File: src/rtl/arm7tdmi_lsu.sv
// arm7tdmi_lsu -- ARM-state load/store unit (LDR/STR/LDRB/STRB).
// Accepts one decoded memory op with its base and pre-shifted offset, forms
// the pre/post-indexed address and runs a single req/ack bus transaction.
// It then returns the load result for Rd and the written-back base for Rn.
// Ports:
//   clk, rst                  core clock, synchronous active-high reset
//   req_*                     decoded op in; req_ready high when IDLE
//   mem_req/we/addr/be/wdata  bus request, held until ack/err/timeout
//   mem_ack/err/rdata         bus response
//   rd_we/addr/data           one-cycle load result write
//   rn_we/addr/data           one-cycle base writeback
//   done, abort               one-cycle completion / data-abort pulses
module arm7tdmi_lsu #(
  parameter int BUS_TIMEOUT = 64
) (
  input  logic        clk,
  input  logic        rst,
  input  logic        req_valid,
  output logic        req_ready,
  input  logic        req_load,
  input  logic        req_byte,
  input  logic        req_pre,
  input  logic        req_up,
  input  logic        req_writeback,
  input  logic [31:0] req_base,
  input  logic [31:0] req_offset,
  input  logic [31:0] req_store_data,
  input  logic [3:0]  req_rd,
  input  logic [3:0]  req_rn,
  output logic        mem_req,
  output logic        mem_we,
  output logic [31:0] mem_addr,
  output logic [3:0]  mem_be,
  output logic [31:0] mem_wdata,
  input  logic        mem_ack,
  input  logic        mem_err,
  input  logic [31:0] mem_rdata,
  output logic        rd_we,
  output logic [3:0]  rd_addr,
  output logic [31:0] rd_data,
  output logic        rn_we,
  output logic [3:0]  rn_addr,
  output logic [31:0] rn_data,
  output logic        done,
  output logic        abort
);
  localparam int TW = $clog2(BUS_TIMEOUT + 1);
  localparam logic [TW-1:0] TMO_LAST = TW'(BUS_TIMEOUT - 1);

  typedef enum logic [1:0] {IDLE, ACCESS, RESP} state_t;
  state_t state;

  // Captured op
  logic        op_load, op_byte, op_wb;
  logic [3:0]  op_rd, op_rn;
  logic [31:0] op_sum;
  logic [1:0]  op_lane;
  logic [TW-1:0] tmo_cnt;

  // Address arithmetic on the incoming op
  logic [31:0] sum, eff;
  always_comb begin
    sum = req_up ? req_base + req_offset : req_base - req_offset;
    eff = req_pre ? sum : req_base;
  end

  // Load data: word loads rotate right by the byte offset; byte loads take
  // the low lane of the same rotation, zero-extended.
  logic [63:0] rd_dbl;
  logic [31:0] rd_rot, load_val;
  always_comb begin
    rd_dbl   = {mem_rdata, mem_rdata} >> {op_lane, 3'b000};
    rd_rot   = rd_dbl[31:0];
    load_val = op_byte ? {24'h0, rd_rot[7:0]} : rd_rot;
  end

  assign req_ready = (state == IDLE) && !rst;

  logic timeout;
  assign timeout = (tmo_cnt == TMO_LAST);

  always_ff @(posedge clk) begin
    if (rst) begin
      state     <= IDLE;
      mem_req   <= 1'b0;
      mem_we    <= 1'b0;
      mem_addr  <= '0;
      mem_be    <= '0;
      mem_wdata <= '0;
      rd_we     <= 1'b0;
      rd_addr   <= '0;
      rd_data   <= '0;
      rn_we     <= 1'b0;
      rn_addr   <= '0;
      rn_data   <= '0;
      done      <= 1'b0;
      abort     <= 1'b0;
      op_load   <= 1'b0;
      op_byte   <= 1'b0;
      op_wb     <= 1'b0;
      op_rd     <= '0;
      op_rn     <= '0;
      op_sum    <= '0;
      op_lane   <= '0;
      tmo_cnt   <= '0;
    end else begin
      case (state)
        IDLE: begin
          if (req_valid) begin
            state     <= ACCESS;
            op_load   <= req_load;
            op_byte   <= req_byte;
            op_wb     <= !req_pre || req_writeback;
            op_rd     <= req_rd;
            op_rn     <= req_rn;
            op_sum    <= sum;
            op_lane   <= eff[1:0];
            tmo_cnt   <= '0;
            mem_req   <= 1'b1;
            mem_we    <= !req_load;
            mem_addr  <= req_byte ? eff : {eff[31:2], 2'b00};
            mem_be    <= req_byte ? (4'b0001 << eff[1:0]) : 4'b1111;
            mem_wdata <= req_byte ? {4{req_store_data[7:0]}} : req_store_data;
          end
        end
        ACCESS: begin
          if (!timeout) tmo_cnt <= tmo_cnt + 1'b1;
          if (mem_err || mem_ack || timeout) begin
            state   <= RESP;
            mem_req <= 1'b0;
            mem_we  <= 1'b0;
            done    <= 1'b1;
            rd_addr <= op_rd;
            rn_addr <= op_rn;
            rn_data <= op_sum;
            // Error wins over a simultaneous ack; timeout only without ack.
            if (mem_err || !mem_ack) begin
              abort <= 1'b1;
            end else begin
              rd_we   <= op_load;
              rd_data <= load_val;
              // Loaded value owns the register when Rd == Rn.
              rn_we   <= op_wb && !(op_load && op_rd == op_rn);
            end
          end
        end
        default: begin
          state <= IDLE;
          done  <= 1'b0;
          abort <= 1'b0;
          rd_we <= 1'b0;
          rn_we <= 1'b0;
        end
      endcase
    end
  end
endmodule

File: config.mk
export PLATFORM = sky130hd
export DESIGN_NAME = arm7tdmi_lsu
export DESIGN_NICKNAME = d
export VERILOG_FILES = /design/src/rtl/arm7tdmi_lsu.sv
export SDC_FILE = /design/constraint.sdc
export NUM_CORES = 1
export LEC_CHECK = 0
export BUFFER_PORTS_ARGS = -buffer_cell sky130_fd_sc_hd__clkbuf_2
export CORE_MARGIN = 3
export CORE_UTILIZATION = 49
export DETAILED_ROUTE_END_ITERATION = 6
export GPL_ROUTABILITY_DRIVEN = 0
export HOLD_SLACK_MARGIN = 0.06
export PLACE_DENSITY = 0.75
export SYNTH_ARGS = -nofsm -noshare
export SYNTH_HDL_FRONTEND = slang
export SYNTH_SLANG_ARGS = --single-unit
File: constraint.sdc
create_clock -name clk -period 5.7 [get_ports clk]
set_input_delay 1.14 -clock clk [delete_from_list [all_inputs] [get_ports clk]]
set_output_delay 1.14 -clock clk [all_outputs]
set_load 0.005 [all_outputs]
==> results.txt, run 1 <==
- Worst Max-Slew Pin Slew: about 1000 ps
* Quantity of gates resized following cts: 0
* Detailed-route vias per instance: about 5.6
- Detailed-route wire length per cell: ~17 µm
- For this run, the detailed router's first-pass iteration total came to 5.
- Global-route wire length before repair: just under 50 mm
- Number of endpoints with negative hold slack in the final report: 0
- Counting flops with a built-in enable in the synthesized netlist gives 0.
- Mean Syn Cell Area: 8.17 µm²
* Critical path peak fanout: 4
- Overall routed net length: between 30 and 40 mm
- Maximum number of pins on one net before global-route repair: 110
- DRC violation count after routing: 0
- Post-detailed-placement half-perimeter wirelength: 22.4 mm
- The die covers 23800 µm².
- The worst setup path is captured at a flip-flop.
* Cell repeated most along the worst path: sky130_fd_sc_hd__nor3_1
- Setup repair after global routing left no endpoint under its margin.
- Count of final setup violators: 0
- Multi-input logic area: 6370 µm²
* CTS Buffer Depth: 2
* Distinct cell type count after synthesis: 64
- Standard-cell rows: 53
- Maximum level of the CTS H-tree: 4
- The number of nets handed over by synthesis was 1507.
- The floorplan step set the die width to about 150 µm.
- In this run the tightest slew margin relative to its limit is 0.305.
* Number of nets with antenna violations after routing: 0
- Type of the worst setup path: primary input to flip-flop
* Buffers inserted during post-CTS setup optimization: 0
- Flops & latches, synth: 200
- The final layout contains 1735 nets.
- Layer with the highest usage: met2
- Arrival @ worst endpoint: 5230 ps
- The sequential cells in the finished layout cover a total of 4010 µm².
- Number of violations of the max-capacitance limit: 0
- The initial utilization of the core area, before any placement, comes to 0.505.
* Mapped Cells: 1320
- The die is 154 µm tall.
- Setup total negative slack on the finished layout was measured at 0 ps.
- After global routing the overflow that remains totals 0.
- CTS placed an instance of sky130_fd_sc_hd__clkbuf_16 at the clock tree root.
- Vias in the first global route: 9652
* Buffers on Ports: 292
* Top flip-flop cell by instance count after synthesis: sky130_fd_sc_hd__dfxtp_1
- For this design the static power due to leakage is 0.00568 µW.
- Relative area change from synthesis to final layout: 19.8%
* Run status: complete, no violations
* Fill cell count: 1942
- Share of layout cells above drive strength 1: 0.238
* Minimum clock period after layout: about 4900 ps
- Clock-pin slew was measured on the worst setup and hold paths at roughly 70 ps.
* Antenna violations before repair: 0
- Max-slew violation count: 0
- The clock arrives with 13.2 ps of skew.
* Clock tree from TritonCTS: built
- Power spread over the standard cell area amounts to 285 nW/µm².
- Slowest stage cell, crit path: sky130_fd_sc_hd__or4_4
- In the global route stage, met3 resource usage came out at 0.0383.
- Post-synthesis sequential area ratio: 0.371
* Global router's overall resource usage: 0.248
- Detailed routing inserted a total of 10300 vias.
* Max incr delay on CP: 560 ps
- Hold buffer count at CTS: 0
- STA puts the critical path data required time at 6010 ps.
- The mapped netlist covers about 11000 µm².
- Number of antenna cells inserted: 0
* Iteration-0 DRC Markers: 759
- For this run, the number of Yosys warnings is 0.
- For this run, asynchronously set or reset flops after synthesis account for 0.
* Final core utilization: 0.605
- In the finished design, the share of the clock period the worst path needs comes to 0.863.
* Total clock buffers created by CTS: 17
- Critical path, cell by cell: clkbuf_2 > or4_4 > nor3_1 > nand2_1 > or2_1 > nor3_1 > a21oi_1 > xnor2_1 > ha_1 > a21o_1 > o21bai_1 > or4_1 > o21ai_1 > o31ai_1 > xor2_1 > a2111oi_0
* Area of the core: 21400 µm²
* Global routing usage on met2: 0.399
* Boundary pin count: 293
- Global Route met1 Usage: 0.346
* Startpoint types: primary input
* Clock latency on the worst-skew pair: 430 ps
* Kind of path behind the tightest hold check: flip-flop to flip-flop
* Maximum resistive drop on vdd: 0.141 mV
- The tree built by TritonCTS fans out to 200 sinks.
* Max Fclk: 0.203 GHz
layout make-up:
class / count / share of cell area
well taps: 275 / 0.0266
clock inverters: 12 / 0.0109
multi-input cells: 1009 / 0.493
clock buffers: 19 / 0.0350
flip-flops and latches: 200 / 0.310
inverters: 18 / 0.00523
repair buffers: 302 / 0.119
placed cells by master, fill, tap and decap left out, types with 28 or more instances in the layout:
cell,count
sky130_fd_sc_hd__a211oi_1,53
sky130_fd_sc_hd__a21o_1,28
sky130_fd_sc_hd__a21oi_1,165
sky130_fd_sc_hd__clkbuf_2,291
sky130_fd_sc_hd__dfxtp_1,199
sky130_fd_sc_hd__ha_1,40
sky130_fd_sc_hd__mux2i_1,52
sky130_fd_sc_hd__nand2_1,210
sky130_fd_sc_hd__nor2_1,140
sky130_fd_sc_hd__o21ai_0,28
sky130_fd_sc_hd__xor2_1,41
where the power goes:
part	internal, µW	switching [µW]	total, µW	leakage, µW
logic	368	529	898	0.00376
clock network	676	556	1230	0.000280
registers	1490	62.5	1560	0.00164
total	2540	1150	3690	0.00568
synthesized netlist by cell type (all sizes together), types with 3 or more instances:
| library cell | instances | area, µm² |
|---|---|---|
| o211ai | 4 | 30.0 |
| nor3 | 26 | 130 |
| nand3 | 19 | 95.1 |
| or4 | 6 | 48.8 |
| mux2i | 52 | 521 |
| o21a | 6 | 45.0 |
| nand2 | 211 | 792 |
| mux2 | 10 | 113 |
| and2 | 7 | 43.8 |
| mux4 | 16 | 360 |
| xor2 | 41 | 359 |
| nand3b | 4 | 30.0 |
| a211oi | 53 | 398 |
| nor2 | 140 | 526 |
| a21oi | 165 | 826 |
| o21ai | 35 | 175 |
| nor2b | 11 | 68.8 |
| xnor2 | 19 | 174 |
| ha | 40 | 500 |
| clkbuf | 81 | 304 |
| o22ai | 6 | 37.5 |
| a22oi | 27 | 203 |
| dfxtp | 200 | 4000 |
| a31oi | 16 | 115 |
| and3 | 5 | 31.3 |
| o21bai | 6 | 45.0 |
| nor4 | 5 | 61.3 |
| a311oi | 4 | 35.0 |
| inv | 18 | 67.6 |
| and4 | 5 | 43.8 |
| a21o | 28 | 210 |
| buf | 12 | 47.6 |
| nand4 | 10 | 62.6 |
| o31ai | 3 | 22.5 |
critical path, delay by kind of cell:
kind,cells,cell delay [ps]
adder cells (fa/ha/maj),1,310
AO/OA/AOI/OAI,6,1350
buffers and inverters,1,90
AND/OR/NAND/NOR,6,1930
XOR/XNOR,2,380
metrics by stage:
| stage | power (µW) | std cells | area, µm² | hold WS [ps] | setup slack [ps] |
|---|---|---|---|---|---|
| 6_report | 3690 | 1835 | 12900 | 454 | 780 |
| 5_1_grt | 3880 | 1835 | 12900 | 470 | 307 |
| 4_1_cts | 3700 | 1835 | 12900 | 451 | 809 |
| 3_5_place_dp | 2470 | 1804 | 12300 | 443 | 366 |
| 3_3_place_gp | 2460 | 1804 | 12300 | 438 | 529 |
| 2_1_floorplan | 2180 | 1320 | 10800 | 432 | 949 |
final timing paths:
check                              start                          to  slack [ps]  cells past startpoint
setup / recovery           req_offset[5]   mem_addr[31]$_SDFFE_PP0P_         780                     16
hold / removal    op_sum[9]$_SDFFE_PP0P_     rn_data[9]$_SDFFE_PP0P_         450                      2
setup reg to reg   state[1]$_SDFFE_PP0P_  mem_wdata[16]$_SDFFE_PP0P_        2980                      5
hold reg to reg   op_sum[9]$_SDFFE_PP0P_     rn_data[9]$_SDFFE_PP0P_         450                      2
state kept, by name (all words and copies together), names as in the netlist, 7 cells and up:
signal,count
mem_wdata,32
rd_data,32
mem_addr,32
rn_data,32
tmo_cnt,7
op_sum,32
per-layer routing:
metal,share of wire,vias to the layer above
li1,-,5155
met1,0.45,4732
met2,0.46,389
met3,0.064,53
met4,0.024,0
met5,0,-
kinds of logic after synthesis:
kind of cell	share of synthesized area
flip-flops	0.371
adder cells (fa/ha/maj)	0.0482
AND/OR/NAND/NOR	0.186
multiplexers	0.0921
XOR/XNOR	0.0494
AO/OA/AOI/OAI	0.214
buffers and inverters	0.0388
No activity file was read; power rests on OpenSTA's default activity.
==> run 2: changes to the inputs <==
RECOVER_POWER = 25   (was unset)
==> run 2 against run 1 <==
The flow now finishes with violations (capacitance limit, slew limit). Via count barely moved. Combinational power about the same. Sequential share of layout area increased by 0.089 points. Die area unchanged. Power barely moved. Worst setup slack better by 3.7 ps. Clock power hardly changed. Clock skew shrank 0.56 ps. Cell count unchanged. Global-route usage did not move. Flip-flop and latch count unchanged. First-iteration DRC count grew 0.92%. Highest routed layer unchanged.
==> results.txt, run 2 (synthesis gave the netlist of run 1 again) <==
* Clock tree from TritonCTS: built
- The clock transition at the register clock pins on the worst setup and hold paths after CTS was 70 ps (about the same).
- Global-route wire length before repair: 49.1 mm (unchanged)
- The worst clock skew was 12.6 ps (-0.556 ps).
- The area taken by multi-input logic gates was 6370 µm² (unchanged).
- Root Buffer Master: sky130_fd_sc_hd__clkbuf_16
- The critical path is of the primary input to flip-flop type.
* Setup tns final: 0 ps (unchanged)
* Pleak: 0.00557 µW (-1.9%)
* Total number of nets in the final design: 1735 (unchanged)
- Total area of sequential cells: 4000 µm² (about the same)
- The fill cell total of the finished layout came to 1963 (+1.1%).
* Violated checks: capacitance limit, slew limit
- Horizontal die dimension: 154 µm (unchanged)
- The routed wire length per instance is 16.7 µm (+0.59%).
* Standard-cell rows: 53 (unchanged)
- Run status: complete, but fails checks
* Maximum resistive drop on vdd: 0.141 mV (+0.10%)
- The final number of setup-violating endpoints came to 0 (unchanged).
* Relative area change from synthesis to final layout: 19.4%
- Total number of vias: 10300 (+0.048%)
- The number of clock sinks came to 200 (unchanged).
- Power density over cell area: 286 nW/µm² (+0.33%)
- The remaining antenna violation count was 0 (unchanged).
- The HPWL after detailed placement came to 22.4 mm (unchanged).
- The initial antenna violation count came to 0 (unchanged).
* Kind of path behind the tightest hold check: flip-flop to flip-flop
- Final instance area: 12900 µm² (-0.32%)
- The final hold violation count came to 0 (unchanged).
- Die Ht: 154 µm (unchanged)
- The share of total power in combinational logic is 0.243 (about the same).
* Most frequent cells in the layout: sky130_fd_sc_hd__clkbuf_2, sky130_fd_sc_hd__nand2_1, sky130_fd_sc_hd__dfxtp_1
* Die area: 23800 µm² (unchanged)
* Critical path peak fanout: 4 (unchanged)
- The maximum number of buffers from clock root to sink was 2 (unchanged).
* Internal Dissipation: 2540 µW (-0.11%)
- Pre-Repair DR Iteration Count: 5 (unchanged)
- Maximum number of pins on one net before global-route repair: 110 (unchanged)
- Share of the clock period used by the worst path: 0.863 (about the same)
- The post-place instance area is 12300 µm² (unchanged).
- The final hold slack was 451 ps (-3.30 ps).
* Overall routed net length: 30.7 mm (+0.59%)
- The slew of the pin with the lowest slew margin was 1700 ps (+666 ps).
* DRC violation count after routing: 0 (unchanged)
- Starting Density: 0.505 (unchanged)
- Setup repair after global routing left no endpoint under its margin.
* Clock latency on the worst-skew pair: 430 ps (about the same)
- The count of inserted antenna diode cells came to 0 (unchanged).
- Fraction of power spent switching nets: 0.312 (+0.000879)
- Vias in the first global route: 9652 (unchanged)
- The buffer count from post-CTS setup fixing is 0 (unchanged).
* Total clock buffers created by CTS: 17 (unchanged)
- The total of buffers placed on input and output ports was 292 (unchanged).
- The number of max-capacitance violations reported came to 1 (+1).
- Max-slew violation count: 34 (+34)
- Minimum clock period after layout: 4920 ps (-3.67 ps)
- Most frequent standard cell in the layout excluding fill and tap cells: sky130_fd_sc_hd__clkbuf_2
- The total global-route track usage came to 0.248 (unchanged).
- The top-level port count came to 293 (unchanged).
* Part of the total power dissipated in sequential elements: 0.422 (about the same)
- The reported net switching power came to 1150 µW (+0.30%).
- Share of layout cells above drive strength 1: 0.216 (-0.0224)
- Global-route congestion overflow total: 0 (unchanged)
* Part of the total power dissipated in the clock network: 0.335 (about the same)
- The H-tree depth reported by CTS was 4 (unchanged).
- The critical path required time is 6010 ps (about the same).
* Startpoint types: primary input
- Area of the core: 21400 µm² (unchanged)
- Iteration-0 DRC Markers: 766 (+0.92%)
* Worst slew slack as a fraction of its limit: -0.138 (-0.443)
- The worst setup path is captured at a flip-flop.
* Arrival @ worst endpoint: 5220 ps (about the same)
- Hold buffer count at CTS: 0 (unchanged)
- Detailed-route vias per instance: 5.63 (about the same)
* Quantity of gates resized following cts: 0 (unchanged)
- The maximum achievable frequency came to 0.203 GHz (about the same).
==> run 2: changes by cell type in the layout (fill, tap and decap cells not counted) <==
cell / delta
sky130_fd_sc_hd__and2_0: +1
sky130_fd_sc_hd__and2_1: -1
sky130_fd_sc_hd__clkbuf_1: +32
sky130_fd_sc_hd__clkbuf_2: -32
sky130_fd_sc_hd__dfxtp_1: +1
sky130_fd_sc_hd__dfxtp_2: -1
sky130_fd_sc_hd__mux2_1: +2
sky130_fd_sc_hd__mux2_2: -2
==> run 2: metrics by stage <==
step | util | worst slack [ps] | total power, µW | instances
floorplan | - | 949 | 2180 | 1320
global placement | 0.578 | 529 | 2460 | 1804
detailed placement | 0.578 | 366 | 2470 | 1804
CTS | 0.605 | 809 | 3700 | 1835
global route | 0.603 | 307 | 3880 | 1835
finish | 0.603 | 783 | 3690 | 1835
==> run 2: critical path, stage by stage <==
cell and delay, ps:
sky130_fd_sc_hd__clkbuf_2 90, sky130_fd_sc_hd__or4_4 560, sky130_fd_sc_hd__nor3_1 200, sky130_fd_sc_hd__nand2_1 100
sky130_fd_sc_hd__or2_1 280, sky130_fd_sc_hd__nor3_1 320, sky130_fd_sc_hd__a21oi_1 140, sky130_fd_sc_hd__xnor2_1 210
sky130_fd_sc_hd__ha_1 320, sky130_fd_sc_hd__a21o_1 210, sky130_fd_sc_hd__o21bai_1 170, sky130_fd_sc_hd__or4_1 470
sky130_fd_sc_hd__o21ai_1 240, sky130_fd_sc_hd__o31ai_1 180, sky130_fd_sc_hd__xor2_1 170, sky130_fd_sc_hd__a2111oi_0 420
==> run 2: worst paths after layout <==
check | start | to | slack (ps) | depth (start not counted)
setup / recovery | req_offset[5] | mem_addr[31]$_SDFFE_PP0P_ | 780 | 16
hold reg to reg | op_sum[9]$_SDFFE_PP0P_ | rn_data[9]$_SDFFE_PP0P_ | 450 | 2
setup reg to reg | state[1]$_SDFFE_PP0P_ | mem_wdata[16]$_SDFFE_PP0P_ | 2980 | 5
hold / removal | op_sum[9]$_SDFFE_PP0P_ | rn_data[9]$_SDFFE_PP0P_ | 450 | 2
==> run 2: power groups by stage <==
stage               clock [µW]  sequential, µW  combinational (µW)
finish                    1230            1560                 896
global route              1310            1570                 992
CTS                       1260            1560                 891
detailed placement           0            1590                 885
global placement             0            1590                 872
floorplan                    0            1580                 604
==> run 2: per-layer routing <==
| layer | global-route usage | wire length, µm |
|---|---|---|
| met5 | 0 | 0 |
| met2 | 0.399 | 14100 |
| met3 | 0.0383 | 1860 |
| met1 | 0.346 | 14000 |
| met4 | 0.0770 | 739 |
==> run 2: layout make-up <==
cell class              instances  share of cell area
clock buffers                  19              0.0352
clock inverters                12              0.0110
inverters                      18             0.00524
multi-input cells            1009               0.495
flip-flops and latches        200               0.311
well taps                     275              0.0267
repair buffers                302               0.117
